File: config.mk
export PLATFORM = sky130hd
export DESIGN_NAME = alu_seq_flat
export DESIGN_NICKNAME = d
export VERILOG_FILES = /design/src/rtl/alu_seq_if.sv /design/src/rtl/alu_seq.sv /design/src/flat_wrapper.sv
export SDC_FILE = /design/constraint.sdc
export NUM_CORES = 1
export LEC_CHECK = 0
export CAP_MARGIN = 30
export CELL_PAD_IN_SITES_DETAIL_PLACEMENT = 1
export CELL_PAD_IN_SITES_GLOBAL_PLACEMENT = 1
export CORE_ASPECT_RATIO = 0.7
export CORE_MARGIN = 2
export CORE_UTILIZATION = 43
export CTS_CLUSTER_DIAMETER = 80
export CTS_CLUSTER_SIZE = 16
export DETAILED_ROUTE_END_ITERATION = 6
export GPL_TIMING_DRIVEN = 0
export PLACE_DENSITY = 0.79
export SLEW_MARGIN = 40
export SYNTH_ARGS = -nofsm -noshare
export SYNTH_HDL_FRONTEND = slang
export SYNTH_SLANG_ARGS = --single-unit
File: constraint.sdc
create_clock -name clk -period 4 [get_ports clk]
set_input_delay 1 -clock clk [delete_from_list [all_inputs] [get_ports clk]]
set_output_delay 1 -clock clk [all_outputs]
set_load 0.005 [all_outputs]
File: src/rtl/alu_seq_if.sv
// Handshake bundle between operand fetch, alu_seq and the writeback register.
// The flags signal exists only when ALU_FLAGS_EN is defined.
interface alu_seq_if #(parameter int WIDTH = 8);
    logic             in_valid;
    logic             in_ready;
    logic [WIDTH-1:0] A;
    logic [WIDTH-1:0] B;
    logic [2:0]       opcode;
    logic             out_valid;
    logic             out_ready;
    logic [WIDTH-1:0] out;
    logic             busy;
`ifdef ALU_FLAGS_EN
    logic [3:0]       flags;

    modport master (output in_valid, A, B, opcode, out_ready,
                    input  in_ready, out_valid, out, busy, flags);
    modport slave  (input  in_valid, A, B, opcode, out_ready,
                    output in_ready, out_valid, out, busy, flags);
`else
    modport master (output in_valid, A, B, opcode, out_ready,
                    input  in_ready, out_valid, out, busy);
    modport slave  (input  in_valid, A, B, opcode, out_ready,
                    output in_ready, out_valid, out, busy);
`endif
endinterface

File: src/rtl/alu_seq.sv
// Handshaked ALU with registered result and an iterative half-width multiply.
// Define ALU_FLAGS_EN to add the {neg, ovf, carry, zero} flags output.
module alu_seq #(
    parameter int WIDTH = 8
) (
    input  logic     clk,
    input  logic     rst,
    alu_seq_if.slave bus
);
    localparam int H     = WIDTH / 2;
    localparam int CNT_W = $clog2(H + 1);

    typedef enum logic [1:0] {IDLE, MUL, DONE} state_t;

    state_t           state;
    logic [WIDTH-1:0] out_q;
    logic             in_ready_q;
    logic             out_valid_q;
    logic             busy_q;
    logic [WIDTH-1:0] mcand;
    logic [H-1:0]     mplier;
    logic [WIDTH-1:0] acc;
    logic [CNT_W-1:0] cnt;

    logic [WIDTH-1:0] alu_res;
    logic [WIDTH-1:0] mul_final;

    // NOTE: every signal assigned in always_comb gets a default first, so no path can infer a latch.
    always_comb begin
        alu_res = '0;
        case (bus.opcode)
            3'b000:  alu_res = ~bus.A;
            3'b001:  alu_res = bus.A | bus.B;
            3'b010:  alu_res = bus.A ^ bus.B;
            3'b011:  alu_res = bus.A & bus.B;
            3'b101:  alu_res = bus.A + bus.B;
            3'b110:  alu_res = bus.A - bus.B;
            default: alu_res = '0;
        endcase
    end

    // The multiplicand shifts left and the multiplier right, so bit 0 always selects the addend.
    assign mul_final = acc + (mplier[0] ? mcand : '0);

`ifdef ALU_FLAGS_EN
    logic [3:0] flags_q;
    logic       alu_carry;
    logic       alu_ovf;

    always_comb begin
        alu_carry = 1'b0;
        alu_ovf   = 1'b0;
        case (bus.opcode)
            3'b101: begin
                alu_carry = (alu_res < bus.A);
                alu_ovf   = (bus.A[WIDTH-1] == bus.B[WIDTH-1]) && (alu_res[WIDTH-1] != bus.A[WIDTH-1]);
            end
            3'b110: begin
                alu_carry = (bus.A < bus.B);
                alu_ovf   = (bus.A[WIDTH-1] != bus.B[WIDTH-1]) && (alu_res[WIDTH-1] != bus.A[WIDTH-1]);
            end
            default: ;
        endcase
    end

    assign bus.flags = flags_q;
`endif

    // NOTE: sequential state uses non-blocking assignments so every register samples pre-edge values.
    always_ff @(posedge clk) begin
        if (rst) begin
            state       <= IDLE;
            out_q       <= '0;
            in_ready_q  <= 1'b1;
            out_valid_q <= 1'b0;
            busy_q      <= 1'b0;
            mcand       <= '0;
            mplier      <= '0;
            acc         <= '0;
            cnt         <= '0;
`ifdef ALU_FLAGS_EN
            flags_q     <= '0;
`endif
        end else begin
            case (state)
                IDLE: begin
                    if (bus.in_valid) begin
                        in_ready_q <= 1'b0;
                        if (bus.opcode == 3'b100) begin
                            mcand  <= {{H{1'b0}}, bus.A[H-1:0]};
                            mplier <= bus.B[H-1:0];
                            acc    <= '0;
                            cnt    <= '0;
                            busy_q <= 1'b1;
                            state  <= MUL;
                        end else begin
                            out_q       <= alu_res;
`ifdef ALU_FLAGS_EN
                            flags_q     <= {alu_res[WIDTH-1], alu_ovf, alu_carry, alu_res == '0};
`endif
                            out_valid_q <= 1'b1;
                            state       <= DONE;
                        end
                    end
                end
                MUL: begin
                    acc    <= mul_final;
                    mcand  <= mcand << 1;
                    mplier <= mplier >> 1;
                    cnt    <= cnt + CNT_W'(1);
                    if (cnt == CNT_W'(H - 1)) begin
                        out_q       <= mul_final;
`ifdef ALU_FLAGS_EN
                        flags_q     <= {mul_final[WIDTH-1], 2'b00, mul_final == '0};
`endif
                        busy_q      <= 1'b0;
                        out_valid_q <= 1'b1;
                        state       <= DONE;
                    end
                end
                DONE: begin
                    if (bus.out_ready) begin
                        out_valid_q <= 1'b0;
                        in_ready_q  <= 1'b1;
                        state       <= IDLE;
                    end
                end
                default: begin
                    out_valid_q <= 1'b0;
                    busy_q      <= 1'b0;
                    in_ready_q  <= 1'b1;
                    state       <= IDLE;
                end
            endcase
        end
    end

    assign bus.in_ready  = in_ready_q;
    assign bus.out_valid = out_valid_q;
    assign bus.busy      = busy_q;
    assign bus.out       = out_q;
endmodule

File: src/flat_wrapper.sv
// flat-port wrapper written by rule: the top's interface ports become plain ports
module alu_seq_flat 
#(
    parameter int WIDTH = 8
)
  (clk, rst, bus_in_valid, bus_A, bus_B, bus_opcode, bus_out_ready, bus_in_ready, bus_out_valid, bus_out, bus_busy);
  alu_seq_if #(.WIDTH(WIDTH)) bus_i ();
  input  logic clk;
  input  logic rst;
  input wire logic [$bits(bus_i.in_valid)-1:0] bus_in_valid;
  input wire logic [$bits(bus_i.A)-1:0] bus_A;
  input wire logic [$bits(bus_i.B)-1:0] bus_B;
  input wire logic [$bits(bus_i.opcode)-1:0] bus_opcode;
  input wire logic [$bits(bus_i.out_ready)-1:0] bus_out_ready;
  output wire logic [$bits(bus_i.in_ready)-1:0] bus_in_ready;
  output wire logic [$bits(bus_i.out_valid)-1:0] bus_out_valid;
  output wire logic [$bits(bus_i.out)-1:0] bus_out;
  output wire logic [$bits(bus_i.busy)-1:0] bus_busy;
  assign bus_i.in_valid = bus_in_valid;
  assign bus_i.A = bus_A;
  assign bus_i.B = bus_B;
  assign bus_i.opcode = bus_opcode;
  assign bus_i.out_ready = bus_out_ready;
  assign bus_in_ready = bus_i.in_ready;
  assign bus_out_valid = bus_i.out_valid;
  assign bus_out = bus_i.out;
  assign bus_busy = bus_i.busy;
  alu_seq #(.WIDTH(WIDTH)) u_core (.clk(clk), .rst(rst), .bus(bus_i));
endmodule
==> summary.md <==
| Metric | Value |
|---|---|
| Clock sink count | `36` |
| Register-to-register path setup slack | `1450 ps` |
| Crit Path Category | `in2reg` |
| Crit path capture type | `flop` |
| CP peak stage delay | `650 ps` |
| Post-Synthesis Cell Area | `roughly 2900 µm²` |
| Sequence of cells on the critical path | `clkdlybuf4s50_1 -> inv_2 -> nor3_4 -> mux2_2 -> inv_1 -> ha_1 -> nor2b_1 -> o21ai_0 -> o21ai_0 -> xor2_1 -> a32oi_1 -> a311oi_1` |
| Async set-or-reset flop fraction in the synthesized netlist | `0%` |
| Maximum clock path buffer count | `2` |
| Largest driver fanout on the critical path | `9` |
| Kind of cell adding the most delay to the critical path | `buffers and inverters` |
| Switching pwr | `0.309 mW` |
| Number of pins with negative max-slew slack in the final report | `0` |
| Share of synthesized area occupied by flip-flops and latches | `25.3%` |
| Post-placement cell area | `3280 µm²` |
| Maximum ir drop on the vdd rail | `0.000148 V` |
| Slowest stage cell, crit path | `sky130_fd_sc_hd__clkdlybuf4s50_1` |
| Die boundary width | `101 µm` |
| Final cycle utilization of the critical path | `95.6%` |
| Global route hottest layer | `met2` |
| Routing usage on met2 | `between 30% and 40%` |
| Number of setup violations in the final report | `0` |
| Result of the run | `completed` |
| Floorplan core area | `6340 µm²` |
| Drt drc | `0` |
| Via Count | `2561` |
| Routed Antenna Nets | `0` |
| Initial Util | `45.0%` |
| Routed wire length | `7.74 mm` |
| Count of boundary I/O pins | `34` |
| Most frequent standard cell in the layout excluding fill and tap cells | `sky130_fd_sc_hd__dfxtp_1` |
| Routed length per placed instance | `16.7 µm` |
| Number of synthesized register bits | `36` |
| Post-synth net total | `392` |
| Leading post-synthesis cells by cell area | `sky130_fd_sc_hd__dfxtp_1 25%, sky130_fd_sc_hd__ha_1 14%, sky130_fd_sc_hd__mux4_2 5.5%, sky130_fd_sc_hd__xnor2_1 4.6%, sky130_fd_sc_hd__nor2_1 4.5%` |
| Actual slew at the worst max-slew pin | `a little under 800 ps` |
| Data arrival time at the worst-slack endpoint | `3950 ps` |
| Design Area, Final | `approximately 3400 µm²` |
| Area added between synthesis and finish | `17.8%` |
| Number of antenna cells inserted | `0` |
| Largest area contributor in the synthesized netlist | `sky130_fd_sc_hd__dfxtp_1` |
| Count of buffers from port buffering | `31` |
| Die span in y | `72.2 µm` |
| Post-Synthesis Mean Instance Area | `8.54 µm²` |
| EDFF count, synth | `0` |
| Share of cells above drive strength 1 | `11.3%` |
| Unrepaired setup endpoints after global routing | `false` |
| Met1 track demand over resource in global routing | `32.4%` |
| Remaining Overflow, GRT | `0` |
| Portion of total power attributed to combinational logic | `32.7%` |
| Cts bufs inserted | `5` |
| Global-route wire length before repair | `around 13 mm` |
| Drt initial violations | `~120` |
| Number of rows created at floorplan | `24` |
| Top-area cell type share of the netlist area | `between 20 and 30%` |
| Worst Setup Start Kind | `primary input` |
| Half-perimeter wire length of the detailed placement result | `6.20 mm` |
| Fraction of power consumed by sequential logic | `between 40% and 50%` |
| Tot GR Track Use | `22.0%` |
| Prevailing post-synth register cell | `sky130_fd_sc_hd__dfxtp_1` |
| CTS H-tree depth | `2` |
| Hold crit path type | `reg2reg` |
| Achievable frequency | `0.261 GHz` |
| Most used cell, CP | `sky130_fd_sc_hd__o21ai_0` |
| Root buf cell | `sky130_fd_sc_hd__clkbuf_8` |
| Setup Total Neg Slack | `0 ps` |
| Number of max-capacitance violations reported | `0` |
| Internal Power | `0.644 mW` |
| Syn Inst Count | `roughly 330` |
| Leakage | `1.41 nW` |
| Vias in the first global route | `approximately 2600` |
| CTS clk-pin slew, worst paths | `70 ps` |
| CTS Hold Bufs | `0` |
| Number of distinct standard cells referenced by the synthesized netlist | `55` |
| Clock period minus worst slack | `3820 ps` |
| Fin Clk Skew | `5.99 ps` |
| Final estimated routing congestion in global placement | `around 0.85` |
| Clock Latency Late Sink | `290 ps` |
| Count of final hold-check violations | `0` |
| Warning count from the yosys run | `0` |
| Critical path data required time | `slightly above 4000 ps` |
| Initial DRT Pass Iterations | `4` |
| Worst hold slack | `between 400 and 500 ps` |
| Fraction of met3 tracks used by global routing | `about 3.8%` |
| Die area | `7320 µm²` |
| Switch share | `between 30% and 40%` |
| Net count reported at finish | `430` |
| Power Density | `~280 nW/µm²` |
| Largest net degree at the start of global routing | `11` |
| CTS tree | `built` |
| Number of antenna violations at the first check in global routing | `0` |
| Worst relative slew slack | `47.6%` |
| Most frequent cells in the layout | `36 x sky130_fd_sc_hd__dfxtp_1, 34 x sky130_fd_sc_hd__nor2_1, 33 x sky130_fd_sc_hd__ha_1` |
| Clock power frac | `25.7%` |
| Total buffers and inverters traversed by the critical path | `3` |
| Drt via density | `5.53` |
==> stage by stage <==
stage	utilization, %	power (mW)	cells	setup WS [ps]
after global placement	51.7	0.703	456	-231
after global routing	53.1	1.01	463	47.6
after floorplan	-	0.601	334	858
after CTS	53.0	0.955	463	20.1
after detailed placement	51.7	0.715	456	-283
final	53.1	0.953	463	176
==> tightest hold or removal path, stage by stage (launching register included) <==
cell,delay (ps)
sky130_fd_sc_hd__dfxtp_1,310
sky130_fd_sc_hd__nand2_1,50
sky130_fd_sc_hd__a21oi_1,50
==> synth_stat cells, types with 2 or more instances <==
cell                        count
sky130_fd_sc_hd__clkbuf_1       4
sky130_fd_sc_hd__nor3b_1        3
sky130_fd_sc_hd__nor3_2         5
sky130_fd_sc_hd__o21ai_1        2
sky130_fd_sc_hd__nor2b_1        6
sky130_fd_sc_hd__inv_2          2
sky130_fd_sc_hd__o211ai_1       2
sky130_fd_sc_hd__and2_1         8
sky130_fd_sc_hd__nor4_1         2
sky130_fd_sc_hd__xor2_1         4
sky130_fd_sc_hd__inv_1         28
sky130_fd_sc_hd__mux4_2         7
sky130_fd_sc_hd__nand2b_1       6
sky130_fd_sc_hd__nor3_1         5
sky130_fd_sc_hd__buf_6          3
sky130_fd_sc_hd__fa_1           2
sky130_fd_sc_hd__a31oi_1        4
sky130_fd_sc_hd__a311oi_1       7
sky130_fd_sc_hd__nor2_1        34
sky130_fd_sc_hd__nor2_2         2
sky130_fd_sc_hd__dfxtp_1       36
sky130_fd_sc_hd__nand3_1        4
sky130_fd_sc_hd__a2bb2oi_1      2
sky130_fd_sc_hd__nand2_1       23
sky130_fd_sc_hd__a22oi_1        9
sky130_fd_sc_hd__o21bai_1       6
sky130_fd_sc_hd__a21o_1         4
sky130_fd_sc_hd__o21ai_0       10
sky130_fd_sc_hd__a21oi_1       21
sky130_fd_sc_hd__xnor2_1       15
sky130_fd_sc_hd__ha_1          33
sky130_fd_sc_hd__or3_1          2
sky130_fd_sc_hd__buf_2          9
sky130_fd_sc_hd__a211oi_1       3
==> registers in the layout, indices dropped and copies added, names as in the netlist <==
signal and flops:
u_core.acc 8, u_core.bus.busy 1, u_core.bus.in_ready 1, u_core.bus.out 8, u_core.bus.out_valid 1, u_core.cnt 3
u_core.mcand 8, u_core.mplier 4, u_core.state 2
==> power groups by stage <==
stage                     sequential [mW]  clock (mW)  combinational [mW]
after global placement              0.404           0               0.299
final                               0.397       0.245               0.312
after detailed placement            0.405           0               0.310
after global routing                0.399       0.265               0.344
after CTS                           0.397       0.247               0.312
after floorplan                     0.401           0               0.200
==> worst paths after layout <==
path	from	to	cells past startpoint
max	bus_opcode[2]	u_core.bus.out[5]$_SDFFE_PP0P_	12
min	u_core.bus.out[0]$_SDFFE_PP0P_	u_core.bus.out[0]$_SDFFE_PP0P_	2
min reg2reg	u_core.bus.out[0]$_SDFFE_PP0P_	u_core.bus.out[0]$_SDFFE_PP0P_	2
max reg2reg	u_core.mplier[0]$_SDFFE_PP0P_	u_core.bus.out[6]$_SDFFE_PP0P_	9
==> cells by family after synthesis <==
group | synth area share, %
compound gates | 20.3
xor+xnor | 5.83
fa+ha+maj | 15.9
buf+inv | 7.50
flops | 25.3
mux | 6.27
simple gates | 19.0
==> routing by layer <==
metal | share of wire, % | up-vias
met5 | 0 | -
met4 | 0.27 | 0
met1 | 52 | 1251
met2 | 43 | 54
li1 | - | 1252
met3 | 4.0 | 4
==> area by class of cell <==
cell class / count / area (µm²)
fill: 766 / 2970
multi-input combinational: 251 / 1930
sequential: 36 / 721
timing repair buffer: 31 / 310
tap: 91 / 114
inverter: 30 / 113
buffer: 17 / 101
clock buffer: 6 / 72.6
clock inverter: 1 / 5.00
==> what timing repair did <==
item,4_1_cts,5_1_grt
hold endpoints to repair,0,0
gates resized for setup,0,1
buffers inserted,0,0
setup endpoints to repair,0,4
Power figures use the tool's default switching activity.
